==> src/rtl/rdid_sequencer.sv <==
// rdid_sequencer
//   Control stage in front of the SPI RDID master. A rising edge on start
//   issues a single-cycle get_rdid pulse, then the block follows the master's
//   chip_select low and back high. Once the transaction ends, the 24-bit RDID
//   result is captured, split into its three ID bytes and compared with
//   EXPECTED_ID. A wait state that lasts too long raises a sticky timeout.
//
//   state        | meaning
//   -------------+-------------------------------------------------------
//   IDLE         | waiting for a start edge
//   REQUEST      | get_rdid high for this single cycle
//   WAIT_CS_LOW  | waiting for the master to assert chip_select (low)
//   WAIT_CS_HIGH | waiting for the master to release chip_select (high)
//   CAPTURE      | latch rdid_data into the ID registers
//
// Ports
//   clk              system clock, rising edge
//   reset            asynchronous, active-high
//   start            request level (synchronous to clk); rising edge = read
//   chip_select      active-low chip select from the SPI master
//   rdid_data[23:0]  RDID result, stable once chip_select returns high
//   get_rdid         one-cycle start pulse to the master
//   manufacture_id   captured rdid_data[23:16]
//   memory_type      captured rdid_data[15:8]
//   memory_capacity  captured rdid_data[7:0]
//   id_valid         capture completed; held until the next request
//   id_match         captured ID equals EXPECTED_ID (qualified by id_valid)
//   busy             high in every state except IDLE
//   timeout          sticky; cleared by reset or the next accepted request

module rdid_sequencer #(
    parameter logic [23:0] EXPECTED_ID    = 24'h202015,
    parameter logic [15:0] TIMEOUT_CYCLES = 16'd255
) (
    input  logic        clk,
    input  logic        reset,
    input  logic        start,
    input  logic        chip_select,
    input  logic [23:0] rdid_data,
    output logic        get_rdid,
    output logic [7:0]  manufacture_id,
    output logic [7:0]  memory_type,
    output logic [7:0]  memory_capacity,
    output logic        id_valid,
    output logic        id_match,
    output logic        busy,
    output logic        timeout
);

    typedef enum logic [2:0] {
        IDLE         = 3'd0,
        REQUEST      = 3'd1,
        WAIT_CS_LOW  = 3'd2,
        WAIT_CS_HIGH = 3'd3,
        CAPTURE      = 3'd4
    } state_t;

    // Comparing against one less than the limit makes a wait state time out
    // exactly TIMEOUT_CYCLES cycles after it is entered.
    localparam logic [15:0] COUNT_LIMIT = TIMEOUT_CYCLES - 16'd1;

    state_t      state, state_nxt;
    logic [15:0] count, count_nxt, count_inc;
    logic        start_d;
    logic        start_edge;

    logic        get_rdid_nxt;
    logic [7:0]  manufacture_id_nxt;
    logic [7:0]  memory_type_nxt;
    logic [7:0]  memory_capacity_nxt;
    logic        id_valid_nxt;
    logic        id_match_nxt;
    logic        busy_nxt;
    logic        timeout_nxt;

    // Registered edge: one cycle to detect, one more to reach REQUEST.
    always_ff @(posedge clk or posedge reset) begin
        if (reset) begin
            start_d    <= 1'b0;
            start_edge <= 1'b0;
        end else begin
            start_d    <= start;
            start_edge <= start & ~start_d;
        end
    end

    // Saturating increment; the counter never wraps back to zero.
    assign count_inc = (count == 16'hFFFF) ? count : count + 16'd1;

    always_ff @(posedge clk or posedge reset) begin
        if (reset) begin
            state           <= IDLE;
            count           <= 16'd0;
            get_rdid        <= 1'b0;
            manufacture_id  <= 8'd0;
            memory_type     <= 8'd0;
            memory_capacity <= 8'd0;
            id_valid        <= 1'b0;
            id_match        <= 1'b0;
            busy            <= 1'b0;
            timeout         <= 1'b0;
        end else begin
            state           <= state_nxt;
            count           <= count_nxt;
            get_rdid        <= get_rdid_nxt;
            manufacture_id  <= manufacture_id_nxt;
            memory_type     <= memory_type_nxt;
            memory_capacity <= memory_capacity_nxt;
            id_valid        <= id_valid_nxt;
            id_match        <= id_match_nxt;
            busy            <= busy_nxt;
            timeout         <= timeout_nxt;
        end
    end

    always_comb begin
        state_nxt           = state;
        count_nxt           = count;
        manufacture_id_nxt  = manufacture_id;
        memory_type_nxt     = memory_type;
        memory_capacity_nxt = memory_capacity;
        id_valid_nxt        = id_valid;
        id_match_nxt        = id_match;
        timeout_nxt         = timeout;

        unique case (state)
            IDLE: begin
                if (start_edge) begin
                    id_valid_nxt = 1'b0;
                    id_match_nxt = 1'b0;
                    timeout_nxt  = 1'b0;
                    state_nxt    = REQUEST;
                end
            end
            REQUEST: begin
                count_nxt = 16'd0;
                state_nxt = WAIT_CS_LOW;
            end
            WAIT_CS_LOW: begin
                // A chip_select change on the limit cycle wins over timeout.
                if (!chip_select) begin
                    count_nxt = 16'd0;
                    state_nxt = WAIT_CS_HIGH;
                end else if (count == COUNT_LIMIT) begin
                    timeout_nxt = 1'b1;
                    state_nxt   = IDLE;
                end else begin
                    count_nxt = count_inc;
                end
            end
            WAIT_CS_HIGH: begin
                if (chip_select) begin
                    state_nxt = CAPTURE;
                end else if (count == COUNT_LIMIT) begin
                    timeout_nxt = 1'b1;
                    state_nxt   = IDLE;
                end else begin
                    count_nxt = count_inc;
                end
            end
            CAPTURE: begin
                manufacture_id_nxt  = rdid_data[23:16];
                memory_type_nxt     = rdid_data[15:8];
                memory_capacity_nxt = rdid_data[7:0];
                id_valid_nxt        = 1'b1;
                id_match_nxt        = (rdid_data == EXPECTED_ID);
                state_nxt           = IDLE;
            end
            default: begin
                state_nxt = IDLE;
            end
        endcase

        // Outputs follow the state being entered, so they line up with it.
        get_rdid_nxt = (state_nxt == REQUEST);
        busy_nxt     = (state_nxt != IDLE);
    end

endmodule

==> config.mk <==
export PLATFORM = sky130hd
export DESIGN_NAME = rdid_sequencer
export DESIGN_NICKNAME = d
export VERILOG_FILES = /design/src/rtl/rdid_sequencer.sv
export SDC_FILE = /design/constraint.sdc
export NUM_CORES = 1
export LEC_CHECK = 0
export BUFFER_PORTS_ARGS = -buffer_cell sky130_fd_sc_hd__buf_2
export CAP_MARGIN = 40
export CORE_UTILIZATION = 53
export DETAILED_ROUTE_END_ITERATION = 8
export GPL_TIMING_DRIVEN = 0
export HOLD_SLACK_MARGIN = 0.12
export PLACE_DENSITY = 0.79
export RECOVER_POWER = 25
export SETUP_SLACK_MARGIN = 0.3
export SLEW_MARGIN = 20
export SYNTH_ARGS = -nofsm -noshare
export SYNTH_HDL_FRONTEND = slang
export SYNTH_SLANG_ARGS = --single-unit
==> constraint.sdc <==
create_clock -name clk -period 2.08 [get_ports clk]
set_input_delay 0.416 -clock clk [delete_from_list [all_inputs] [get_ports clk]]
set_output_delay 0.416 -clock clk [all_outputs]
set_load 0.05 [all_outputs]
== Yosys cells after proc, flatten, opt, wreduce, memory -nomap -nowiden ==
Index checks and enable logic that the tools add are counted.
Storage, ports and cells
  flip-flop bits (word level): 50
  input bits: 28
  output and inout bits: 29
  logic and storage cells: 51
Cells by class
  add/subtract/negate cells: 1
  eq/ne operators: 11
  multiplexer cells: 17
  bitwise gates (word level): 2
  reduce and logical (&&, ||, !) cells: 8
Operator list (count)
  $mux W16: 4
  $pmux W16 S3: 1
  $eq A24 B22 Y1 const B: 1
  $add A16 B1 Y16 const B: 1
  $eq A16 B16 Y1 const B: 1
  $eq A16 B8 Y1 const B: 1
  $mux W3: 4
  $pmux W3 S4: 1
  $reduce_bool A3 Y1: 3
  $eq A3 B1 Y1 const B: 2
  $eq A3 B2 Y1 const B: 2
  $ne A2 B2 Y1 const B: 3
  $mux W1: 4
  $pmux W1 S2: 2
  $reduce_and A2 Y1: 2
  $reduce_and A4 Y1: 1
  $eq A3 B3 Y1 const B: 1
  $logic_not A3 Y1: 1
  $pmux W1 S3: 1
  $reduce_bool A2 Y1: 1
  $and A1 B1 Y1: 1
  $not A1 Y1: 1

== Depth between registers and ports, before layout ==
Gate-level depths: netlist of run 1.
  word-level depth: 5
  mapped depth: 8
  mapped depth without buffers: 7

== Worst setup path after synthesis of run 1 ==
No wires, ideal clock.
  kind: flip-flop to flip-flop
  start point: reg count[0]
  end point: reg count[7]
  library setup time: 110 ps
  arrival time: 1809 ps
  path slack: 161 ps
  stages on the path, launching flop included: 9
  buffers on the path: 1
  path through: dfrtp_1 > inv_1 > ha_1 > or3b_2 > nor4_4 > o21a_2 > buf_6 > o311ai_0 > o41ai_1
Between the ends
  cells in the longest elaborated chain, start to end: 5
Ends and longest elaborated chain
  start, declared: line 63  | logic [15:0] count, count_nxt, count_inc;
  start signal, assigned: line 104  | count <= count_nxt;
  $add A16 B1 Y16 or $eq A16 B16 Y1 (tied branches): line 88  | assign count_inc = (count == 16'hFFFF) ? count : count + 16'd1;
  $mux W16: line 88
  $mux W16 *: line 144, 154
  $mux W16, on equally long branches: line 152, 141
  $pmux W16 S3 *: line 126  | unique case (state)
Mark *: on every way between the ends. The rest lies on a longest branch, timed or not. The select of a mux whose other input is x is not followed.
A chain may end at the register's enable or synchronous reset.

== Worst setup path after layout of run 1 ==
  start point: reg count[0]
  end point: reg count[9]
Same word-level chain as after synthesis.

==> results of run 1 <==
layout make-up:
type | instances | area (sq um)
Multi-Input combinational cell | 200 | 1190
Clock buffer | 7 | 86.3
Fill cell | 311 | 1260
Clock inverter | 1 | 8.76
Buffer | 13 | 80.1
Tap cell | 52 | 65.1
Timing Repair Buffer | 70 | 395
Sequential cell | 50 | 1250
Inverter | 4 | 15.0
where the power goes:
group / total [W] / leakage, nW / switching, W / internal (W)
sequential: 0.00146 / 0.631 / 0.000174 / 0.00128
clock: 0.000599 / 0.0489 / 0.000324 / 0.000275
combinational: 0.00242 / 0.837 / 0.00177 / 0.000647
total: 0.00448 / 1.52 / 0.00227 / 0.00221
through the flow:
step | power (W) | area [sq um] | setup slack [ps] | TNS, ps
global route | 0.00472 | 3090 | 30.2 | 0
floorplan | 0.00312 | 2420 | 229 | 0
global placement | 0.00361 | 2770 | -153 | -7530
detailed placement | 0.00366 | 2790 | -25.0 | -43.7
CTS | 0.00434 | 3000 | 158 | 0
finish | 0.00448 | 3090 | 144 | 0
what timing repair did:
action	in CTS	in global routing
pin swaps	6	8
cloned	1	0
gates resized for setup	10	23
hold endpoints to repair	4	0
setup endpoints to repair	39	40
setup buffers	10	1
hold buffers	1	0
state kept, by name, indices dropped and copies added, names as in the netlist:
name	flops
id_valid	1
start_edge	1
start_d	1
memory_capacity	8
count	16
state	3
get_rdid	1
id_match	1
timeout	1
memory_type	8
busy	1
manufacture_id	8
routing by layer:
metal | GRT usage [%] | share of wire (%) | up-vias
li1 | - | - | 1091
met1 | 32.9 | 45 | 1087
met2 | 41.3 | 49 | 81
met3 | 5.38 | 5.2 | 4
met4 | 7.71 | 0.55 | 0
met5 | 0 | 0 | -
path summary, 6_finish.rpt:
kind | startpoint | to | depth (start not counted)
max in group asynchronous | reset | state[1] | 4
worst min-delay path | start | start_d | 1
worst max register to register | count[0] | count[9] | 7
min in group asynchronous | reset | memory_type[1] | 3
worst max-delay path | count[0] | count[9] | 7
worst min register to register | start_d | start_edge | 1
cells in the mapped netlist (2+ instances only):
cell,count
o211ai_1,2
nor4_1,4
nor3b_1,2
nor4b_1,4
a32oi_1,2
and3_1,2
clkbuf_1,8
a31oi_1,3
nand4_1,8
inv_1,4
and4_1,3
o31ai_1,4
o311ai_0,2
and2_1,5
nor2b_1,2
o21ai_0,3
buf_2,3
ha_1,2
or3_1,3
a21oi_1,13
nor2_1,13
nand2_1,87
o21ai_1,4
nand3_1,8
or4_1,2
dfrtp_1,50
nor3_1,2
worst register-to-register path, delay by kind of cell, from the launching register on:
family	cells	cell delay [ps]
AOI/OAI and AO/OA	2	380
adders and majority gates	1	220
buffers and inverters	2	290
DFF	1	400
and+or+nand+nor	2	570
logic make-up (layout without fill, tap and decap cells):
group / after synthesis / in the layout / share of synthesized area [%]
AND/OR/NAND/NOR: 152 / 152 / 30.5
flip-flops: 50 / 50 / 51.9
AO/OA/AOI/OAI: 44 / 44 / 12.7
buffers and inverters: 17 / 95 / 3.16
adder cells (fa/ha/maj): 2 / 2 / 1.04
XOR/XNOR: 2 / 2 / 0.726
==> flow_summary.ini, run 1 <==
[finish]
finalNonFillerCells = 397
drive_above_1_share_pct = 31.0
area_growth_pct = 28.1
final_cell_mix = 87 x nand2_1, 59 x buf_2, 50 x dfrtp_1
final_common_cell = nand2_1
fin_util_pct = 71.0
num-nets-final = 374
antenna_cells = 0

[worst_setup_path]
cp-start-kind = flop
cp.arrival_ps = 2180
path_buf_inv = 2
crit_fanout = 6
worstSetupPathType = flop to flop
crit_chain = buf_4 > ha_2 > inv_1 > nor3_1 > o21a_4 > or4_4 > a21oi_2
cp_top_family = simple AND/OR/NAND/NOR gates
cp_slowest_cell = or4_4
crit_path_end_kind = flop
rrSetupSlack_ps = 140
required_ps = 2320
cp_slowest_stage_delay_ps = 480

[timing]
skew_ps = 4.08
final_max_slew_viol_count = 0
post-route-period-util_pct = 93.1
fmax_mhz = 516
finalHoldViolCount = 0
rsz0062_at_grt = yes
setup_viol = 0
fin_hold_ws_ps = 224
relSlewSlack_pct = 50.2
tightest_slew_ps = 746
fin_crit_ps = 1940

[global_route]
grt_pass1_vias = 2146
grt.total_usage_pct = 25.0
grt_pass1_wl_microns = 9640
overflow = 0
antenna_found_initial = 0
grt_max_degree = 32

[synth]
synthCells = 267
yosys-top-cells-area = dfrtp_1 52%, nand2_1 14%, a21oi_1 2.7%
ys_warn_count = 0
synth-seq-area-share_pct = 51.9
synth_edf_count = 0
syn_area_per_cell_sq_um = 9.03
async_reset_ff_share_pct = 100
ys_ff_latch = 50
yosysUniqueCellTypes = 49
synth_fp_nets = 297
netlist_area_sq_mm = 0.00241
netlist.area_leader.share_pct = 51.9
dominantRegCellSynth = dfrtp_1
synth_top_cell_by_area = dfrtp_1

[routing]
wl_per_cell_microns = 15.0
finalWirelength_microns = 5960
viasPerCell = 5.70
drc = 0
final_antenna_net_count = 0
vias = 2263
dr.first_iter.drc_count = 179
drt_pass1_iterations = 4

[place]
dp_hpwl_microns = 3950
port_buffers = 56
dp_cells = 376
finalWeightedCongestion = 0.835

[cts]
clk_latency_ps = 300
h-tree-depth = 2
root_buffer = clkbuf_8
tritoncts = built
cts_made_buffers = 5
cts.path.max_buffers = 2
clk_pin_slew_ps = 90
cts_num_sinks = 50

[run_status]
outcome = complete, no violations

[floorplanning]
die_x_microns = 69.5
rows = 24
die_y_microns = 69.5
core-area_sq_mm = 0.00435
die-area_sq_mm = 0.00483
io_pins = 57
initial_core_util_pct = 55.4

[min_path]
hp-class = primary input to flop

[power_and_ir_drop]
power_density_mw_per_mm2 = 1450
p_leak_nw = 1.52
ir_drop_uv = 946

[run]
max_cap_violations = 0
Power figures use the tool's default switching activity.
==> run 2, diff against run 1 <==
- CORE_ASPECT_RATIO: default -> 1.5
- CORE_UTILIZATION: 53 -> 50
- PLACE_DENSITY: 0.79 -> 0.75
==> flow_summary.ini, run 2 (synthesis gave the netlist of run 1 again) <==
[run_status]
outcome = complete, no violations

[timing]
post-route-period-util_pct = 92.2
fmax_mhz = 521
skew_ps = 2.70
relSlewSlack_pct = 59.9
final_max_slew_viol_count = 0
fin_crit_ps = 1920
setup_viol = 0
rsz0062_at_grt = yes
tightest_slew_ps = 601
finalHoldViolCount = 0
fin_tns_setup_ps = 0

[power_and_ir_drop]
p_leak_nw = 1.55
power_density_mw_per_mm2 = 1430
ir_drop_uv = 1020

[cts]
tritoncts = built
cts.path.max_buffers = 2
clk_latency_ps = 300
h-tree-depth = 2
clk_pin_slew_ps = 90
root_buffer = clkbuf_8
cts_num_sinks = 50
cts_made_buffers = 5

[routing]
wl_per_cell_microns = 14.6
drc = 0
dr.first_iter.drc_count = 125
final_antenna_net_count = 0
viasPerCell = 5.46
vias = 2267
drt_pass1_iterations = 4
finalWirelength_microns = 6080

[floorplanning]
core-area_sq_mm = 0.00458
die_x_microns = 58.7
die_y_microns = 87.1
rows = 30
die-area_sq_mm = 0.00511
initial_core_util_pct = 52.7
io_pins = 57

[finish]
antenna_cells = 0
num-nets-final = 380
drive_above_1_share_pct = 33.3
final_common_cell = nand2_1
largest-register = count
final_cell_mix = 86 x nand2_1, 57 x buf_2, 50 x dfrtp_1
finalNonFillerCells = 415
area_growth_pct = 32.2
fillers = 386
final_area_sq_mm = 0.00319
largest_reg_flops = 16

[place]
dpl-instance-area_sq_mm = 0.00280
dp_cells = 388
port_buffers = 56
finalWeightedCongestion = 0.840
dp_hpwl_microns = 4030

[worst_setup_path]
worstSetupPathType = flop to flop
required_ps = 2260
cp-start-kind = flop
crit_path_end_kind = flop
cp.arrival_ps = 2100
crit_fanout = 7

[global_route]
antenna_found_initial = 0
grt_max_degree = 36
overflow = 0
grt.total_usage_pct = 25.9
grt_pass1_wl_microns = 10100
grt_pass1_vias = 2152

[min_path]
hp-class = primary input to flop

[run]
max_cap_violations = 0
## run 2: worst max-delay path, stage by stage (launching register included)
cell and delay [ps]:
dfrtp_1 440, or4_4 510, nor4_4 230, buf_6 170, o21a_4 150, buf_6 120, or3_4 120, a21oi_1 50
## run 2: timing repair
action | in CTS | in global routing
cloned | 1 | 0
hold buffers | 1 | 0
hold endpoints to repair | 15 | 0
buffers inserted | 13 | 4
pin swaps | 13 | 14
resized for setup | 24 | 25
setup endpoints to repair | 39 | 39
## run 2: metal layers
layer	global-route usage [%]	part of all wire (%)	vias to the layer above
met2	44.7	53	79
li1	-	-	1104
met1	32.8	41	1073
met4	7.79	1.6	0
met5	0	0	-
met3	4.75	4.9	11
## run 2: power by group
part	leakage (nW)	switching (W)	internal, W
Clock	0.0482	0.000320	0.000269
Combinational	0.875	0.00179	0.000713
Sequential	0.631	0.000179	0.00128
Total	1.55	0.00229	0.00227
## run 2: area by class of cell
class	instances	area [sq um]	area share [%]
inverters	4	15.0	0.471
clock inverters	1	5.00	0.157
plain buffers	13	86.3	2.71
well taps	64	80.1	2.51
repair buffers	76	440	13.8
multi-input cells	200	1220	38.4
flip-flops and latches	50	1250	39.2
clock buffers	7	86.3	2.71
## run 2: worst paths after layout
path / slack [ps] / to / from / cells past startpoint
max: 160 / count[1] / count[11] / 7
min: 230 / start_d / start / 1
max reg2reg: 160 / count[1] / count[11] / 7
min reg2reg: 400 / start_edge / start_d / 1
max in group asynchronous: 430 / start_d / reset / 4
min in group asynchronous: 720 / count[3] / reset / 3
## run 2: through the flow
stage          setup WS (ps)  utilization, %  hold slack, ps  total power, W
4_1_cts                  184            68.0             223         0.00441
5_1_grt                 83.5            69.6             222         0.00480
6_report                 161            69.6             226         0.00456
2_1_floorplan            229               -             378         0.00312
3_5_place_dp           -77.4            61.2             393         0.00366
3_3_place_gp            -138            60.8             385         0.00361
